### src/rtl/dcache_refill_ctrl_pkg.sv
// Shared cache geometry, address field positions and refill FSM state encoding.
// Latency: n/a (declarations only).
// Backpressure: n/a.
package cache_pkg;

    localparam int NUM_SETS    = 4;
    localparam int WAYS        = 4;
    localparam int BLOCK_WORDS = 4;
    localparam int TAG_W       = 26;
    localparam int ADDR_W      = 32;

    // Byte-address field positions: word-in-block, set index, tag.
    localparam int WORD_LSB = 2;
    localparam int WORD_MSB = 3;
    localparam int SET_LSB  = 4;
    localparam int SET_MSB  = 5;
    localparam int TAG_LSB  = 6;
    localparam int TAG_MSB  = 31;

    // Addresses at or above this are memory-mapped IO and bypass the cache.
    localparam logic [31:0] MMIO_BASE = 32'h0001_0000;

    typedef enum logic [2:0] {
        ST_IDLE,
        ST_WB,
        ST_FILL,
        ST_UPD,
        ST_SETTLE
    } refill_state_t;

    // Block-aligned base of a byte address (clears word and byte offsets).
    function automatic logic [31:0] block_base(input logic [31:0] a);
        return {a[TAG_MSB:SET_LSB], 4'b0000};
    endfunction

endpackage

### src/rtl/dcache_refill_ctrl_mem_burst_seq.sv
// Beat sequencer for one 4-beat memory burst: beat counter, base+4*beat address, last-beat flag.
// Latency: address is combinational from the registered beat; beat advances on the cycle after adv.
// Backpressure: beat only advances on adv (memory ack), so address holds while memory stalls.
//
// Ports: CLK/RST clock and async active-high reset; clr forces beat to 0; adv steps the beat;
//        base is the block-aligned burst base; beat/addr/last describe the current beat.
module mem_burst_seq
    import cache_pkg::*;
#(
    parameter int BLOCK_WORDS = 4,
    parameter int ADDR_W      = 32
) (
    input  logic              CLK,
    input  logic              RST,
    input  logic              clr,
    input  logic              adv,
    input  logic [ADDR_W-1:0] base,
    output logic [1:0]        beat,
    output logic [ADDR_W-1:0] addr,
    output logic              last
);

    localparam logic [1:0] LAST_BEAT = 2'(BLOCK_WORDS - 1);

    // The 2-bit counter wraps naturally from 3 to 0, so the next burst needs no clear.
    always_ff @(posedge CLK or posedge RST) begin
        if (RST) begin
            beat <= 2'd0;
        end else if (clr) begin
            beat <= 2'd0;
        end else if (adv) begin
            beat <= beat + 2'd1;
        end
    end

    assign addr = base + {{(ADDR_W-4){1'b0}}, beat, 2'b00};
    assign last = (beat == LAST_BEAT);

endmodule

### src/rtl/dcache_refill_ctrl.sv
// Data-cache miss handler: writes back a dirty victim (4 beats), fetches the missing block (4 beats),
// then pulses update for one cycle and waits one settle cycle; stall covers the whole sequence.
// Latency: clean miss 6 cycles, dirty miss 10 cycles after the miss cycle with zero-wait memory;
// backpressure: each beat is held (req/addr/wdata stable) until mem_ack.
//
// Ports: CLK/RST; cpu_read/cpu_write/cpu_addr CPU request; cache_hit/cache_miss lookup result;
//        victim_dirty/victim_addr/victim_w0..3 LRU victim; fill_w0..3/update block install to cache;
//        stall CPU freeze; mem_req/mem_we/mem_addr/mem_wdata/mem_rdata/mem_ack word-wide memory port.
module dcache_refill_ctrl
    import cache_pkg::*;
#(
    parameter int                BLOCK_WORDS = cache_pkg::BLOCK_WORDS,
    parameter int                ADDR_W      = cache_pkg::ADDR_W,
    parameter logic [ADDR_W-1:0] MMIO_BASE   = cache_pkg::MMIO_BASE
) (
    input  logic              CLK,
    input  logic              RST,
    input  logic              cpu_read,
    input  logic              cpu_write,
    input  logic [ADDR_W-1:0] cpu_addr,
    input  logic              cache_hit,
    input  logic              cache_miss,
    input  logic              victim_dirty,
    input  logic [ADDR_W-1:0] victim_addr,
    input  logic [31:0]       victim_w0,
    input  logic [31:0]       victim_w1,
    input  logic [31:0]       victim_w2,
    input  logic [31:0]       victim_w3,
    output logic [31:0]       fill_w0,
    output logic [31:0]       fill_w1,
    output logic [31:0]       fill_w2,
    output logic [31:0]       fill_w3,
    output logic              update,
    output logic              stall,
    output logic              mem_req,
    output logic              mem_we,
    output logic [ADDR_W-1:0] mem_addr,
    output logic [31:0]       mem_wdata,
    input  logic [31:0]       mem_rdata,
    input  logic              mem_ack
);

    refill_state_t     state;
    logic [ADDR_W-1:0] miss_base;
    logic [ADDR_W-1:0] lat_victim_addr;
    logic [31:0]       lat_victim_w [4];
    logic [31:0]       fill_q [4];

    logic              start;
    logic              in_burst;
    logic [1:0]        beat;
    logic [ADDR_W-1:0] seq_addr;
    logic              last;

    // A simultaneous hit and miss is treated as a hit; MMIO misses are never refilled.
    assign start = (cpu_read | cpu_write) & cache_miss & ~cache_hit & (cpu_addr < MMIO_BASE);

    assign in_burst = (state == ST_WB) || (state == ST_FILL);

    mem_burst_seq #(
        .BLOCK_WORDS (BLOCK_WORDS),
        .ADDR_W      (ADDR_W)
    ) u_seq (
        .CLK  (CLK),
        .RST  (RST),
        .clr  (state == ST_IDLE),
        .adv  (in_burst & mem_ack),
        .base ((state == ST_WB) ? lat_victim_addr : miss_base),
        .beat (beat),
        .addr (seq_addr),
        .last (last)
    );

    // Only latched copies are used after the start cycle, so CPU/victim inputs may change freely.
    // The victim's dirty bit is captured by the choice of WB versus FILL as the next state.
    always_ff @(posedge CLK or posedge RST) begin
        if (RST) begin
            state           <= ST_IDLE;
            miss_base       <= '0;
            lat_victim_addr <= '0;
            for (int i = 0; i < 4; i++) begin
                lat_victim_w[i] <= '0;
                fill_q[i]       <= '0;
            end
        end else begin
            case (state)
                ST_IDLE: begin
                    if (start) begin
                        miss_base       <= block_base(cpu_addr);
                        lat_victim_addr <= victim_addr;
                        lat_victim_w[0] <= victim_w0;
                        lat_victim_w[1] <= victim_w1;
                        lat_victim_w[2] <= victim_w2;
                        lat_victim_w[3] <= victim_w3;
                        state           <= victim_dirty ? ST_WB : ST_FILL;
                    end
                end
                ST_WB: begin
                    if (mem_ack && last) begin
                        state <= ST_FILL;
                    end
                end
                ST_FILL: begin
                    if (mem_ack) begin
                        fill_q[beat] <= mem_rdata;
                        if (last) begin
                            state <= ST_UPD;
                        end
                    end
                end
                ST_UPD:    state <= ST_SETTLE;
                ST_SETTLE: state <= ST_IDLE;
                default:   state <= ST_IDLE;
            endcase
        end
    end

    assign mem_req   = in_burst;
    assign mem_we    = (state == ST_WB);
    assign mem_addr  = in_burst ? seq_addr : '0;
    assign mem_wdata = (state == ST_WB) ? lat_victim_w[beat] : 32'd0;
    assign update    = (state == ST_UPD);
    // Combinational so the pipeline freezes in the very cycle the miss is seen.
    assign stall     = (state != ST_IDLE) | start;

    assign fill_w0 = fill_q[0];
    assign fill_w1 = fill_q[1];
    assign fill_w2 = fill_q[2];
    assign fill_w3 = fill_q[3];

endmodule

### config.mk
export PLATFORM = sky130hd
export DESIGN_NAME = dcache_refill_ctrl
export DESIGN_NICKNAME = d
export VERILOG_FILES = /design/src/rtl/dcache_refill_ctrl_pkg.sv /design/src/rtl/dcache_refill_ctrl_mem_burst_seq.sv /design/src/rtl/dcache_refill_ctrl.sv
export SDC_FILE = /design/constraint.sdc
export NUM_CORES = 1
export LEC_CHECK = 0
export ABC_AREA = 1
export CORE_MARGIN = 1.5
export CORE_UTILIZATION = 43
export CTS_CLUSTER_DIAMETER = 150
export DETAILED_ROUTE_END_ITERATION = 6
export PLACE_DENSITY = 0.82
export SETUP_SLACK_MARGIN = 0.4
export SLEW_MARGIN = 25
export SYNTH_ARGS = -nofsm -noshare
export SYNTH_HDL_FRONTEND = slang
export SYNTH_SLANG_ARGS = --single-unit
### constraint.sdc
create_clock -name CLK -period 13.6 [get_ports CLK]
set_input_delay 4.08 -clock CLK [delete_from_list [all_inputs] [get_ports CLK]]
set_output_delay 4.08 -clock CLK [all_outputs]
set_load 0.005 [all_outputs]
# ---- Yosys cells after proc, flatten, opt, wreduce, memory -nomap -nowiden
# Cells that the tools add are included.
dict set report totals {
  out_inout_bits 196
  input_bits 232
  reg_bits 321
  elab_cells 59
}
dict set report classes {
  n_reduce_logical 9
  order_cmp 3
  n_bitwise 8
  add_sub_neg 2
  n_eq_ne 8
  n_mux 17
}
# cell n
set op_table {}
lappend op_table {{two-way mux 32 bit} 6}
lappend op_table {{bitwise mux 128 bit} 1}
lappend op_table {{binary-select mux 32 bit (select 2 bit)} 1}
lappend op_table {{demux 32 bit (select 2 bit)} 1}
lappend op_table {{adder 32 x 4 -> 32 bit} 1}
lappend op_table {{< comparator 32 x 17 -> 1 bit, second input constant} 1}
lappend op_table {{two-way mux 3 bit} 4}
lappend op_table {{case mux 3 bit (4 select lines)} 1}
lappend op_table {{== test 3 x 2 -> 1 bit, second input constant} 2}
lappend op_table {{two-way mux 2 bit} 3}
lappend op_table {{!= test 2 bit, second input constant} 3}
lappend op_table {{bitwise AND 1 bit} 4}
lappend op_table {{AND reduction 2 bit} 2}
lappend op_table {{AND reduction 4 bit} 1}
lappend op_table {{== test 3 x 1 -> 1 bit, second input constant} 1}
lappend op_table {{>= comparator 3 bit, second input constant} 1}
lappend op_table {{zero test 3 bit} 1}
lappend op_table {{< comparator 3 x 1 -> 1 bit, second input constant} 1}
lappend op_table {{inverter 2 -> 3 bit} 1}
lappend op_table {{nonzero test 3 bit} 1}
lappend op_table {{adder 2 x 1 -> 2 bit, second input constant} 1}
lappend op_table {{== test 2 bit, second input constant} 1}
lappend op_table {{logical AND 1 bit} 2}
lappend op_table {{!= test 2 x 1 -> 1 bit, second input constant} 1}
lappend op_table {{4 further kinds} 5}

# ---- Longest topological paths before layout
dict set report logic_depth {
  ltp_word 6
  depth_mapped 17
  depth_no_buf 13
}

# ---- Cells and area by module
# From an unflattened synthesis, not the netlist that was laid out.
dict set report unflattened {
  hier_cells 1805
  area_unflattened_um2 14604.0
}
# mod cells_per_inst area_each_um2 n_inst seq_area_each_um2
set modules_own_cells {}
lappend modules_own_cells {dcache_refill_ctrl 1613 13639.3 1 7982.7}
lappend modules_own_cells {mem_burst_seq 192 964.7 1 50.0}

# ---- Worst setup path after synthesis
# OpenSTA, ideal clock, no wires.
dict set report synth_path {
  path_kind {input port to output port}
  from {in cpu_addr[29]}
  to {out stall}
  setup_slack_ns 5.001
  n_path_buf 0
  stages 5
  arrival_ns 4.519
  path_cell_list {nor2_1 -> nand2_1 -> nor3_1 -> nand2_1 -> nand2_1}
}
dict set report synth_between {
  elab_chain_cells 3
}
# item line_no
set synth_lines {}
lappend synth_lines {{start: declaration} dcache_refill_ctrl.sv:20} ;# input logic [ADDR_W-1:0] cpu_addr,
lappend synth_lines {{< comparator 32 x 17 -> 1 bit} dcache_refill_ctrl.sv:56} ;# assign start = (cpu_read | cpu_write) & cache_miss & ~cache_hit & (cpu_addr < MMIO_BASE);
lappend synth_lines {{bitwise AND 1 bit} dcache_refill_ctrl.sv:56}
lappend synth_lines {{OR 1 bit} dcache_refill_ctrl.sv:124} ;# assign stall = (state != ST_IDLE) | start;
lappend synth_lines {{end: declaration} dcache_refill_ctrl.sv:34} ;# output logic stall,
# No other way between the ends.

# ---- Final worst setup path
dict set report layout_path {
  from {in cpu_addr[26]}
  to {out stall}
}
# Same word-level chain as after synthesis.

==> qor.yml <==
area_growth_syn_to_layout_pct: 38.4
max_cap_violations: 0
cts_tree: "built"
cts.path.max_buffers: 3
wl_mm: 44.3
drcViolationCount: 0
finalPower_mw: 3.64
via_count: 13200
status: "complete, no violations"
groute.usage.overall: 0.250
synth-seq-cells: 321
numCtsBuffers: 37
wire_per_inst_um: 17.4
ir_worst_vdd_mv: 0.142
required_ns: 9.52
worst_slack_ns: 3.62
drive_gt1_frac: 0.0920
endpoint_kind: "output port"
critPathSlowestCell: "clkdlybuf4s50_1"
fin_tns_setup_ns: 0
place_inst: 2470
ys_types: 29
dieArea_sq_um: 35600
cts_resized: 0
mostFrequentLayoutCells: "434 x nand2_1, 423 x clkdlybuf4s50_1, 319 x dfrtp_1, 254 x o21ai_0, 150 x inv_1"
grt_pass1_wl_mm: 70.7
yosysSeqAreaShare: 0.542
yosysWarnings: 0
tightestPinTransition_ns: 0.878
p_leak_nw: 9.62
ctsRootBufferMaster: "clkbuf_16"
rsz0062_at_grt: "false"
synthCells: 1683
firstDrtPassIters: 5
syn_nets: 1922
layout.cells.non_filler: 2539
final_area_sq_um: 20500
synthMuxAreaShare: 0.0722
min_to: "fill_w3[23]"
clock_latency_ns: 0.52
path_cells: "clkdlybuf4s50_1 > nor2_1 > nand4_1 > nor2_1 > nand2_1 > nand2_1 > clkdlybuf4s50_1"
overflow: 0
antenna_found_initial: 4
min_path_cells: 2
synthAdderAreaFrac: 0.00642
io_buffers: 423
globalplace.congestion: 0.888
synth_simple_gate_area_frac: 0.177
cts_htree_levels: 2
finalHoldViolCount: 0
clkSinkCount: 321
arrival_ns: 5.90
r2r_start: "state[0]"
final_nets: 2301
min-delay-start: "fill_w3[23]"
rrSetupSlack_ns: 10.34
skew_ns: 0.0195
placed_cell_area_sq_um: 19300
cts_setup_buffers: 0
reg2reg_to: "lat_victim_w[49]"
layout_commonest_cell: "nand2_1"
route.antenna.remaining_nets: 0
setup_viol: 0
min_period_ns: 9.98
die_y_um: 189
maxSlewHeadroom: 0.414
synth_top_family_by_area: "simple AND/OR/NAND/NOR gates"
initial_utilization: 0.440
synth.cell_area_sq_um: 14800
cts_hold_buffers: 0
grt_max_degree: 115
synth_xor_xnor_area_share: 0.000591
slew_violations: 0
synth_compound_area_frac: 0.129
timing.fmax_mhz: 100
path_clk_slew_ns: 0.06
worstSetupStartpointType: "input port"
crit_path_max_fanout: 3
hold_class: "register to register"
worstRegToRegCells: 9
pwr_density_cell_nw_per_um2: 177
fp.dieW_um: 189
pre_cts_slack_ns: 3.66
first_global_vias: 13400
initialDrtViolationCount: 807
rows: 67
worst-setup-path-type: "input port to output port"
cpPeakStageDelay_ns: 0.60
final.period_utilization: 0.734
vias_per_cell: 5.19
syn_area_per_cell_sq_um: 8.80
io_pins: 428
core_sq_um: 33700
dp_hpwl_mm: 30.9
[per-stage QoR]
step / hold slack, ns / util
after floorplan: 0.460 / -
after global placement: 0.464 / 0.572
after detailed placement: 0.473 / 0.572
after CTS: 0.487 / 0.607
after global routing: 0.504 / 0.608
final: 0.484 / 0.608
[critical path, delay by kind of cell]
family,cells,cell delay [ns]
and+or+nand+nor,5,0.75
buffers and inverters,2,1.07
[routing by layer]
metal  up-vias  track usage  part of all wire
met5         -            0                 0
met4         0        0.136             0.056
met3       138       0.0698             0.081
met2       539        0.403              0.47
met1      6276        0.303              0.39
li1       6215            -                 -
[worst max-delay path by stage]
stage | start | to | slack (ns)
final | cpu_addr[26] | stall | 3.62
after global routing | cpu_addr[22] | stall | 3.56
after CTS | cpu_addr[26] | stall | 3.66
after detailed placement | cpu_addr[26] | stall | 3.66
after global placement | cpu_addr[26] | stall | 3.65
after floorplan | RST | fill_w0[0] | 0.64
[cells in the mapped netlist]
| master | number | share of area |
|---|---|---|
| nand3_1 | 48 | 0.016 |
| inv_1 | 151 | 0.038 |
| clkbuf_1 | 50 | 0.013 |
| nor2_1 | 115 | 0.029 |
| mux2_2 | 95 | 0.072 |
| a21o_1 | 1 | 0.00051 |
| dfrtp_1 | 321 | 0.54 |
| nor2_2 | 7 | 0.0030 |
| buf_4 | 18 | 0.0091 |
| nor3_1 | 3 | 0.0010 |
| buf_2 | 19 | 0.0064 |
| xor2_1 | 1 | 0.00059 |
| nand3_2 | 3 | 0.0020 |
| nand2_1 | 434 | 0.11 |
| nand3b_1 | 19 | 0.0096 |
| o21ai_1 | 3 | 0.0010 |
| a21oi_1 | 76 | 0.026 |
| buf_1 | 7 | 0.0018 |
| nand4_1 | 4 | 0.0017 |
| fa_1 | 1 | 0.0014 |
| a2bb2oi_1 | 1 | 0.00059 |
| ha_1 | 6 | 0.0051 |
| o21ai_0 | 254 | 0.086 |
| buf_6 | 4 | 0.0030 |
| inv_2 | 3 | 0.00076 |
| nand2_2 | 4 | 0.0017 |
| o211ai_1 | 31 | 0.016 |
| nor2_4 | 3 | 0.0023 |
| nand2_4 | 1 | 0.00076 |
[logic make-up after synthesis]
family | after synthesis
adders and majority gates | 7
AOI/OAI and AO/OA | 366
DFF | 321
and+or+nand+nor | 641
buffers and inverters | 252
xor gates and xnor gates | 1
muxes | 95
[area by class of cell]
class | count | area [sq um]
fill | 2796 | 13200
sequential | 321 | 8040
multi-input combinational | 1110 | 5740
timing repair buffer | 438 | 4370
clock buffer | 56 | 1100
inverter | 154 | 586
tap | 448 | 561
clock inverter | 8 | 92.6
antenna | 4 | 10.0
[where the power goes]
| group | switching [mW] | leakage (nW) | internal (mW) |
|---|---|---|---|
| clock network | 0.392 | 0.576 | 0.578 |
| registers | 0.121 | 3.85 | 1.13 |
| logic | 0.728 | 5.20 | 0.694 |
[sequential cells by signal, summed over array words and instances (netlist names)]
register	cells
fill_w0	32
fill_w2	32
lat_victim_w	128
miss_base	28
lat_victim_addr	32
fill_w1	32
state	3
u_seq.beat	2
fill_w3	32
(Power assumes the default switching activity.)
